<file path="src/rtl/riscv_state_pkg.sv">
// Shared pipeline state definitions: exception causes, fetch fault flags and
// the instruction prefetch queue entry layout.
package riscv_state_pkg;

  localparam int XLEN_PKG   = 32;
  localparam int PARCEL_PKG = 32;

  // Synchronous exception causes raised by the front end and decode.
  typedef enum logic [3:0] {
    CAUSE_MISALIGNED_INSTRUCTION   = 4'd0,
    CAUSE_INSTRUCTION_ACCESS_FAULT = 4'd1,
    CAUSE_ILLEGAL_INSTRUCTION      = 4'd2,
    CAUSE_BREAKPOINT               = 4'd3,
    CAUSE_INSTRUCTION_PAGE_FAULT   = 4'd12
  } exception_cause_t;

  // Fault flag bit positions inside a packed if_entry_t (LSBs of the struct).
  localparam int IF_FLT_PAGE_FAULT_BIT = 0;
  localparam int IF_FLT_MISALIGNED_BIT = 1;

  // One prefetch queue entry; the fault flags sit at the positions above.
  typedef struct packed {
    logic [PARCEL_PKG-1:0] data;
    logic [XLEN_PKG-1:0]   pc;
    logic                  misaligned;
    logic                  page_fault;
  } if_entry_t;

endpackage

</file>
<file path="src/rtl/riscv_if_prefetch_fifo.sv">
// Generic synchronous FIFO with synchronous clear, occupancy count and
// simultaneous push/pop (also when full). A push into a full FIFO without a
// matching pop and a pop from an empty FIFO are ignored. DEPTH must be a
// power of two so the pointers wrap naturally.
module riscv_if_prefetch_fifo #(
  parameter int WIDTH = 32,
  parameter int DEPTH = 4
) (
  input  logic                     clk,
  input  logic                     rstn,
  input  logic                     i_clr,
  input  logic                     i_push,
  input  logic                     i_pop,
  input  logic [WIDTH-1:0]         i_wdata,
  output logic [WIDTH-1:0]         o_rdata,
  output logic [$clog2(DEPTH):0]   o_count
);

  localparam int AW = $clog2(DEPTH);

  logic [WIDTH-1:0] r_mem [DEPTH];
  logic [AW-1:0]    r_wptr;
  logic [AW-1:0]    r_rptr;
  logic [AW:0]      r_count;
  logic             w_empty;
  logic             w_full;
  logic             w_push;
  logic             w_pop;

  assign w_empty = (r_count == '0);
  assign w_full  = (r_count == (AW+1)'(DEPTH));
  assign w_pop   = i_pop & ~w_empty;
  assign w_push  = i_push & (~w_full | w_pop);

  // Pointer and count bookkeeping; clear wins over a concurrent push/pop.
  always_ff @(posedge clk) begin
    // NOTE: non-blocking assignments so every register samples pre-edge values regardless of statement order.
    if (!rstn || i_clr) begin
      r_wptr  <= '0;
      r_rptr  <= '0;
      r_count <= '0;
    end else begin
      if (w_push) r_wptr <= r_wptr + AW'(1);
      if (w_pop)  r_rptr <= r_rptr + AW'(1);
      r_count <= r_count + {{AW{1'b0}}, w_push} - {{AW{1'b0}}, w_pop};
    end
  end

  // Storage array, written only on an accepted push.
  always_ff @(posedge clk) begin
    // NOTE: storage is not reset; r_count alone says which slots hold live data.
    if (w_push) r_mem[r_wptr] <= i_wdata;
  end

  assign o_rdata = r_mem[r_rptr];
  assign o_count = r_count;

endmodule

</file>
<file path="src/rtl/riscv_if_prefetch.sv">
// Instruction prefetch queue in front of the fetch stage. Issues pipelined
// 32-bit fetches for if_nxt_pc, keeps the request PCs in a side queue, buffers
// in-order responses as parcels and drops responses that were in flight when
// the pipeline flushed.
module riscv_if_prefetch
  import riscv_state_pkg::*;
#(
  parameter int XLEN        = 32,
  parameter int PARCEL_SIZE = 32,
  parameter int DEPTH       = 4
) (
  input  logic                       clk,
  input  logic                       rstn,
  input  logic [XLEN-1:0]            if_nxt_pc,
  input  logic                       if_stall,
  input  logic                       if_flush,
  output logic                       if_stall_nxt_pc,
  output logic [PARCEL_SIZE-1:0]     if_parcel,
  output logic [XLEN-1:0]            if_parcel_pc,
  output logic [PARCEL_SIZE/16-1:0]  if_parcel_valid,
  output logic                       if_parcel_misaligned,
  output logic                       if_parcel_page_fault,
  output logic                       mem_req,
  output logic [XLEN-1:0]            mem_adr,
  input  logic                       mem_gnt,
  input  logic                       mem_ack,
  input  logic [31:0]                mem_rdata,
  input  logic                       mem_err
);

  localparam int CW = $clog2(DEPTH) + 1;

  logic [CW-1:0]   r_outst;
  logic [CW-1:0]   r_discard;
  logic [CW-1:0]   w_ent_cnt;
  logic [CW-1:0]   w_side_cnt;
  logic [CW:0]     w_occupancy;
  logic [XLEN-1:0] w_side_pc;
  if_entry_t       w_head;
  if_entry_t       w_push_entry;
  logic            w_ent_empty;
  logic            w_aligned;
  logic            w_credit;
  logic            w_accept;
  logic            w_mis_push;
  logic            w_ack_live;
  logic            w_ack_drop;
  logic            w_pop;

  assign w_ent_empty = (w_ent_cnt == '0);
  assign w_aligned   = (if_nxt_pc[1:0] == 2'b00);
  assign w_pop       = rstn & ~w_ent_empty & ~if_stall & ~if_flush;

  // The side queue holds one PC per request still awaiting its response
  // (outstanding + discard). A slot freed by this cycle's pop may be granted
  // again now: the earliest response lands one cycle later.
  assign w_occupancy = {1'b0, w_side_cnt} + {1'b0, w_ent_cnt} - {{CW{1'b0}}, w_pop};
  assign w_credit    = (w_occupancy < (CW+1)'(DEPTH));

  assign mem_req  = rstn & ~if_flush & w_credit & w_aligned;
  assign mem_adr  = rstn ? if_nxt_pc : '0;
  assign w_accept = mem_req & mem_gnt;

  // A misaligned PC waits for all live responses so it lands in program order.
  assign w_mis_push      = rstn & ~w_aligned & (r_outst == '0) & w_credit & ~if_flush;
  assign if_stall_nxt_pc = ~(w_accept | w_mis_push);

  assign w_ack_live = rstn & mem_ack & ~if_flush & (r_discard == '0);
  assign w_ack_drop = rstn & mem_ack & ~if_flush & (r_discard != '0);

  // Select what gets written into the entry FIFO this cycle.
  always_comb begin
    // NOTE: default assigned first so every path drives w_push_entry and no latch is inferred.
    w_push_entry = '0;
    if (w_ack_live) begin
      w_push_entry.data       = mem_rdata;
      w_push_entry.pc         = w_side_pc;
      w_push_entry.page_fault = mem_err;
    end else if (w_mis_push) begin
      w_push_entry.pc         = if_nxt_pc;
      w_push_entry.misaligned = 1'b1;
    end
  end

  // Live/discard response counters; a flush turns everything in flight into discards.
  always_ff @(posedge clk) begin
    if (!rstn) begin
      r_outst   <= '0;
      r_discard <= '0;
    end else if (if_flush) begin
      r_outst   <= '0;
      r_discard <= r_outst + r_discard - CW'(mem_ack);
    end else begin
      r_outst   <= r_outst + CW'(w_accept) - CW'(w_ack_live);
      r_discard <= r_discard - CW'(w_ack_drop);
    end
  end

  // Parcel buffer presented to the fetch stage.
  riscv_if_prefetch_fifo #(
    .WIDTH ($bits(if_entry_t)),
    .DEPTH (DEPTH)
  ) u_entry_fifo (
    .clk     (clk),
    .rstn    (rstn),
    .i_clr   (if_flush),
    .i_push  (w_ack_live | w_mis_push),
    .i_pop   (w_pop),
    .i_wdata (w_push_entry),
    .o_rdata (w_head),
    .o_count (w_ent_cnt)
  );

  // Request PCs awaiting responses; kept across a flush so stale acks still pop it.
  riscv_if_prefetch_fifo #(
    .WIDTH (XLEN),
    .DEPTH (DEPTH)
  ) u_pc_queue (
    .clk     (clk),
    .rstn    (rstn),
    .i_clr   (1'b0),
    .i_push  (w_accept),
    .i_pop   (rstn & mem_ack),
    .i_wdata (if_nxt_pc),
    .o_rdata (w_side_pc),
    .o_count (w_side_cnt)
  );

  assign if_parcel_valid      = {(PARCEL_SIZE/16){rstn & ~w_ent_empty}};
  assign if_parcel            = rstn ? w_head.data : '0;
  assign if_parcel_pc         = rstn ? w_head.pc : '0;
  assign if_parcel_misaligned = rstn & w_head[IF_FLT_MISALIGNED_BIT];
  assign if_parcel_page_fault = rstn & w_head[IF_FLT_PAGE_FAULT_BIT];

endmodule
</file>
<file path="config.mk">
export PLATFORM = sky130hd
export DESIGN_NAME = riscv_if_prefetch
export DESIGN_NICKNAME = d
export VERILOG_FILES = /design/src/rtl/riscv_state_pkg.sv /design/src/rtl/riscv_if_prefetch_fifo.sv /design/src/rtl/riscv_if_prefetch.sv
export SDC_FILE = /design/constraint.sdc
export NUM_CORES = 1
export LEC_CHECK = 0
export BUFFER_PORTS_ARGS = -buffer_cell sky130_fd_sc_hd__buf_2
export CAP_MARGIN = 20
export CELL_PAD_IN_SITES_DETAIL_PLACEMENT = 0
export CELL_PAD_IN_SITES_GLOBAL_PLACEMENT = 1
export CORE_ASPECT_RATIO = 0.6
export CORE_MARGIN = 2
export CORE_UTILIZATION = 50
export DETAILED_ROUTE_END_ITERATION = 7
export PLACE_DENSITY_LB_ADDON = 0.3
export SYNTH_ARGS = -nofsm -noshare
export SYNTH_HDL_FRONTEND = slang
export SYNTH_SLANG_ARGS = --single-unit
export TNS_END_PERCENT = 10
</file>
<file path="constraint.sdc">
create_clock -name clk -period 11.45 [get_ports clk]
set_clock_uncertainty 0.15 [all_clocks]
set_input_delay 1.145 -clock clk [delete_from_list [all_inputs] [get_ports clk]]
set_output_delay 1.145 -clock clk [all_outputs]
set_load 0.005 [all_outputs]
</file>
# == Word level (Yosys, flattened, before mapping) ==
# Memory sizes are Yosys's and may differ from the RTL's. A register that Yosys moved wholly into a read port is not among the register bits.
# Index checks and enable logic that the tools add are counted.
# classes
add_sub_neg,15
order_cmp,1
eq_ne,2
n_mux,17
bitwise,34
reduce_logical,9
# op_table
op,n
2-to-1 mux 32 bit,5
2-to-1 mux 33 bit,1
bitwise AND 1 bit,21
subtractor 3 x 1 -> 3 bit,5
logical NOT 3 bit,4
adder 3 x 1 -> 3 bit,3
NOT 1 bit,9
adder 2 x 1 -> 2 bit (second input constant),4
2-to-1 mux 2 bit,4
== test 3 bit (second input constant),2
2-to-1 mux 1 bit,6
adder 3 x 3 -> 4 bit,1
< comparator 4 x 3 -> 1 bit (second input constant),1
OR 1 bit,4
subtractor 4 x 1 -> 4 bit,1
adder 3 bit,1
2-to-1 mux 3 bit,1
nonzero test 3 bit,1
logical NOT 2 bit,1
OR reduction 2 bit,1
logical NOT 1 bit,1
logical OR 1 bit,1
# totals
reg_bits,20
ram_bits,392
input_bits,71
out_inout_bits,102
elab_cells,88
mem_count,2
# memory_table
memory,words,word_bits,read_ports,rd_clocked_by_memory_dff,wr,line,text
u_entry_fifo.r_mem,4,66,1,1,1,riscv_if_prefetch_fifo.sv:21,logic [WIDTH-1:0] r_mem [DEPTH];
u_pc_queue.r_mem,4,32,1,1,1,riscv_if_prefetch_fifo.sv:21,

# == Logic depth before layout (Yosys ltp) ==
# depth
word_depth,13
mapped_depth,18
depth_no_buf,15

# == Cells and area by module ==
# A second synthesis with hierarchy kept.
# hier_totals
hier_cells,878
hier_area_um2,16991.3
# modules_own_cells
module,instances,cells_per_inst,area_per_inst_um2
riscv_if_prefetch_fifo at u_entry_fifo,1,392,9963.3
riscv_if_prefetch_fifo at u_pc_queue,1,215,5078.6
riscv_if_prefetch,1,271,1949.4

# == Worst setup path after synthesis ==
# OpenSTA, ideal clock, no wires.
# synth_path
path_kind,input-to-reg
start,in rstn
end,mem u_entry_fifo.r_mem[0][0] in the netlist's numbering (enable)
setup_time_ns,0.483
arrival_ns,5.500
t_required_ns,10.817
slack_ns,5.317
path_stages,11
path_buffers,2
cell_sequence,buf_4 -> o31a_1 -> and2_1 -> ha_1 -> inv_1 -> ha_1 -> and3b_1 -> nor4_4 -> o21ai_2 -> buf_6 -> a211oi_2
# synth_via
elab_chain_len,11
elab_cells_between_ends,18
# synth_rtl
element,line,text
start: declaration,riscv_if_prefetch.sv:13,"input logic rstn,"
bitwise AND 1 bit *,--,
named net if_parcel_valid[0],riscv_if_prefetch.sv:20,"output logic [PARCEL_SIZE/16-1:0] if_parcel_valid,"
bitwise AND 1 bit * (2 in a row),riscv_if_prefetch.sv:52,assign w_pop = rstn & ~w_ent_empty & ~if_stall & ~if_flush;
subtractor 4 x 1 -> 4 bit,riscv_if_prefetch.sv:57,"assign w_occupancy = {1'b0, w_side_cnt} + {1'b0, w_ent_cnt} - {{CW{1'b0}}, w_pop};"
< comparator 4 x 3 -> 1 bit,riscv_if_prefetch.sv:58,assign w_credit = (w_occupancy < (CW+1)'(DEPTH));
bitwise AND 1 bit (2 in a row),riscv_if_prefetch.sv:65,assign w_mis_push = rstn & ~w_aligned & (r_outst == '0) & w_credit & ~if_flush;
OR 1 bit,riscv_if_prefetch.sv:107,".i_push (w_ack_live | w_mis_push),"
bitwise AND 1 bit *,riscv_if_prefetch_fifo.sv:33,assign w_push = i_push & (~w_full | w_pop);
2-to-1 mux 1 bit *,riscv_if_prefetch_fifo.sv:52,if (w_push) r_mem[r_wptr] <= i_wdata;
2-to-1 mux 1 bit (implied by the code) *,riscv_if_prefetch_fifo.sv:52,
end: declaration,riscv_if_prefetch_fifo.sv:21,
# The timed path passes the listed nets; every way through them passes the cells marked *.

# == Final worst setup path ==
# layout_path
start,in rstn
end,out if_stall_nxt_pc
# layout_via
elab_chain_len,10
elab_cells_between_ends,15
# layout_rtl
element,line,text
bitwise AND 1 bit (3 in a row),riscv_if_prefetch.sv:52,
subtractor 4 x 1 -> 4 bit,riscv_if_prefetch.sv:57,
< comparator 4 x 3 -> 1 bit,riscv_if_prefetch.sv:58,
bitwise AND 1 bit (2 in a row),riscv_if_prefetch.sv:60,assign mem_req = rstn & ~if_flush & w_credit & w_aligned;
bitwise AND 1 bit,riscv_if_prefetch.sv:62,assign w_accept = mem_req & mem_gnt;
OR 1 bit *,riscv_if_prefetch.sv:66,assign if_stall_nxt_pc = ~(w_accept | w_mis_push);
NOT 1 bit *,riscv_if_prefetch.sv:66,
end: declaration,riscv_if_prefetch.sv:17,"output logic if_stall_nxt_pc,"
# Mark *: on every way between the ends. The rest lies on a longest branch, timed or not.

==> impl_metrics.ini <==
[cts]
cts_resized = 0
cts_buffers = 38
ctsHoldBuffers = 0
htreeDepth = 2
cts_tree = built
cts_setup_buffers = 0
clockBufferDepth = 3
clkSinkCount = 416
clkTransAtPathRegs_ns = 0.06
cts_root_buf = clkbuf_16
clk_latency_ns = 0.53

[sta]
max_freq_mhz = 190
hold_viol_final = 0
slew_viol_final = 0
slew_headroom_pct = 29.2
setup_violations = 0
finalSetupTns_ns = 0
rsz0062_at_grt = no
hold_slack_ns = 0.361
min_period_ns = 5.26
worst_pin_slew_ns = 1.06
fin_crit_sh_pct = 45.9

[synthesis]
synth_flop_cell = edfxtp_1
synth-edff-count = 392
yosys_register_bits = 416
yosysSeqAreaShare_pct = 71.3
yosysWarnings = 0
syn_area_mm2 = 0.0172
synth_cells = 948
syn_avg_cell_area_um2 = 18.1
syn_nets = 1047
ys_async_sr_fraction_pct = 0
synth.distinct_cells = 44

[floorplan]
rows = 52
coreArea_mm2 = 0.0338
die_x_um = 243
die_height_um = 148
io_pins = 173
start_util_pct = 50.9
dieArea_mm2 = 0.0359

[critical_path]
reg2reg_depth = 10
required_ns = 10.16
crit_arrival_ns = 3.97
start_kind = input pin
reg2reg_setup_slack_ns = 7.35
crit_path_end_kind = primary output
worstPathMaxFanout = 116
path_class = in -> out

[routing]
vias_per_cell = 5.39
num_vias = 8657
routed-wl-met3_um = 2080
postRouteAntennaNets = 0
drtIter0Drc = 786
dr.pass1.iters = 5
route.met2.wl_um = 16200
route.layer.met1.wl_um = 16400
routed_wirelength_um = 35000
route.detailed.drc = 0
highest_layer = met4
wl_per_cell_um = 21.8

[pwr]
clkPwrFrac_pct = 38.8
power_frac_seq_pct = 51.2
swShare_pct = 21.7
peakVddDrop_mv = 0.0991
power_density_mw_per_mm2 = 175
combPwrFrac_pct = 10.1
p_leak_nw = 6.88
p_sw_uw = 752
power.internal_mw = 2.71

[grt]
antenna_found_initial = 1
grt_pass1_vias = 8875
track_usage_pct = 19.9
grt-ovfl-total = 0
grt_pass1_wl_um = 53600
grt_max_degree = 117

[hold_path]
min_path_type = reg -> reg
whs_path_depth = 2

[place]
hpwl_um = 20300
gp_congestion = 0.738
place_area_mm2 = 0.0185
port_buffers = 172
place.detailed.instances = 1536

[cells_and_area]
n_fill_cell = 2541
layout-drive-gt1-share_pct = 32.5
num_antenna_cells = 0
multi_input_area_mm2 = 0.00460
stdcell_area_mm2 = 0.0198
instances_no_fill = 1606
seq_area_mm2 = 0.0123
synthToLayoutAreaGrowth_pct = 15.3
fin_nets = 1216

[run]
drv_cap = 0

[status]
status = complete, no violations
-- stage by stage --
step / setup WS, ns / util, % / power [mW]
2_1_floorplan: 5.32 / - / 2.03
4_1_cts: 6.08 / 58.7 / 3.49
3_5_place_dp: 5.83 / 54.8 / 2.16
6_report: 6.19 / 58.7 / 3.46
3_3_place_gp: 5.88 / 54.8 / 2.15
5_1_grt: 5.92 / 58.7 / 3.59
-- path summary, 6_finish.rpt --
check	endpoint	start
max	if_stall_nxt_pc	rstn
min	u_pc_queue.r_wptr[1]$_SDFFE_PN0P_	u_pc_queue.r_wptr[1]$_SDFFE_PN0P_
max reg2reg	u_entry_fifo.r_mem[3][0]$_DFFE_PP_	u_pc_queue.o_count[2]$_SDFF_PN0_
min reg2reg	u_pc_queue.r_wptr[1]$_SDFFE_PN0P_	u_pc_queue.r_wptr[1]$_SDFFE_PN0P_
-- layout make-up --
class	instances	share of cell area, %
Sequential cell	416	61.8
Multi-Input combinational cell	447	23.2
Clock buffer	49	5.32
Timing Repair Buffer	182	4.73
Tap cell	459	2.90
Clock inverter	21	1.41
Inverter	32	0.606
-- cells in the final DEF (no fill, tap or decap), types with 7 or more instances in the layout --
master     synthesis  routed
o21ai_0           15      15
clkbuf_1          31       8
buf_4              2      11
bufinv_16          0       7
mux4_2            98      98
dfxtp_1           24      20
edfxtp_1         392     392
buf_2             13     171
o21ai_2           19      18
ha_1              24      24
nand2_1           72      72
and2_1           149     145
inv_1             32      31
clkbuf_16          0      41
nor2_1            11      11
clkinv_1           0       7
xnor2_1            8       8
-- state kept, by name (all words and copies together) (netlist names), named ones only --
| signal | count |
|---|---|
| u_entry_fifo.r_mem | 264 |
| u_pc_queue.r_mem | 128 |
| r_discard | 3 |
| r_outst | 3 |
| u_entry_fifo.o_count | 3 |
| u_pc_queue.o_count | 3 |
| u_entry_fifo.r_rptr | 2 |
| u_entry_fifo.r_wptr | 2 |
| u_pc_queue.r_rptr | 2 |
| u_pc_queue.r_wptr | 2 |
-- cells by family after synthesis --
kind of cell               after synthesis  share of synthesized area, %
DFF                                    416                          71.3
buffers and inverters                   85                          2.27
xor gates and xnor gates                13                         0.749
adders and majority gates               28                          2.21
AOI/OAI and AO/OA                       55                          2.52
and+or+nand+nor                        250                          7.98
muxes                                  101                          13.0
-- per-layer routing --
| metal | global-route usage [%] | vias to the layer above |
|---|---|---|
| met4 | 3.90 | 0 |
| met2 | 30.6 | 249 |
| met3 | 3.92 | 34 |
| met1 | 30.0 | 4408 |
| li1 | - | 3966 |
| met5 | 0 | - |
-- worst max-delay path, cell delays in order --
cell and delay, ns:
buf_4 0.70, o31a_1 0.32, and2_1 0.15, ha_1 0.13, inv_1 0.04, ha_1 0.27
and3b_1 0.21, o2111a_1 0.33, or2_2 0.33, a31oi_1 0.18, buf_2 0.14
-- synthesized netlist by cell type, types with 3 or more instances --
cell type | count | area, um2
edfxtp_1 | 392 | 11800
buf_2 | 13 | 65.1
mux2i_1 | 3 | 30.0
o21ai_2 | 19 | 166
mux4_2 | 98 | 2210
o211ai_1 | 4 | 30.0
dfxtp_1 | 24 | 480
a211oi_2 | 4 | 50.1
and2_1 | 149 | 932
clkbuf_1 | 31 | 116
nand3_1 | 5 | 25.0
xor2_1 | 4 | 35.0
ha_1 | 24 | 300
xnor2_1 | 8 | 70.1
nor2_1 | 11 | 41.3
fa_1 | 4 | 80.1
buf_1 | 3 | 11.3
nand4_1 | 3 | 18.8
nand2_1 | 72 | 270
inv_1 | 32 | 120
o21ai_0 | 15 | 75.1
-- power by group through the flow --
| stage | combinational (mW) | clock [mW] | sequential, mW |
|---|---|---|---|
| after floorplan | 0.239 | 0 | 1.79 |
| after CTS | 0.354 | 1.37 | 1.77 |
| after detailed placement | 0.352 | 0 | 1.80 |
| after global placement | 0.347 | 0 | 1.80 |
| final | 0.348 | 1.34 | 1.77 |
| after global routing | 0.385 | 1.43 | 1.78 |
No activity file was read; power rests on OpenSTA's default activity.
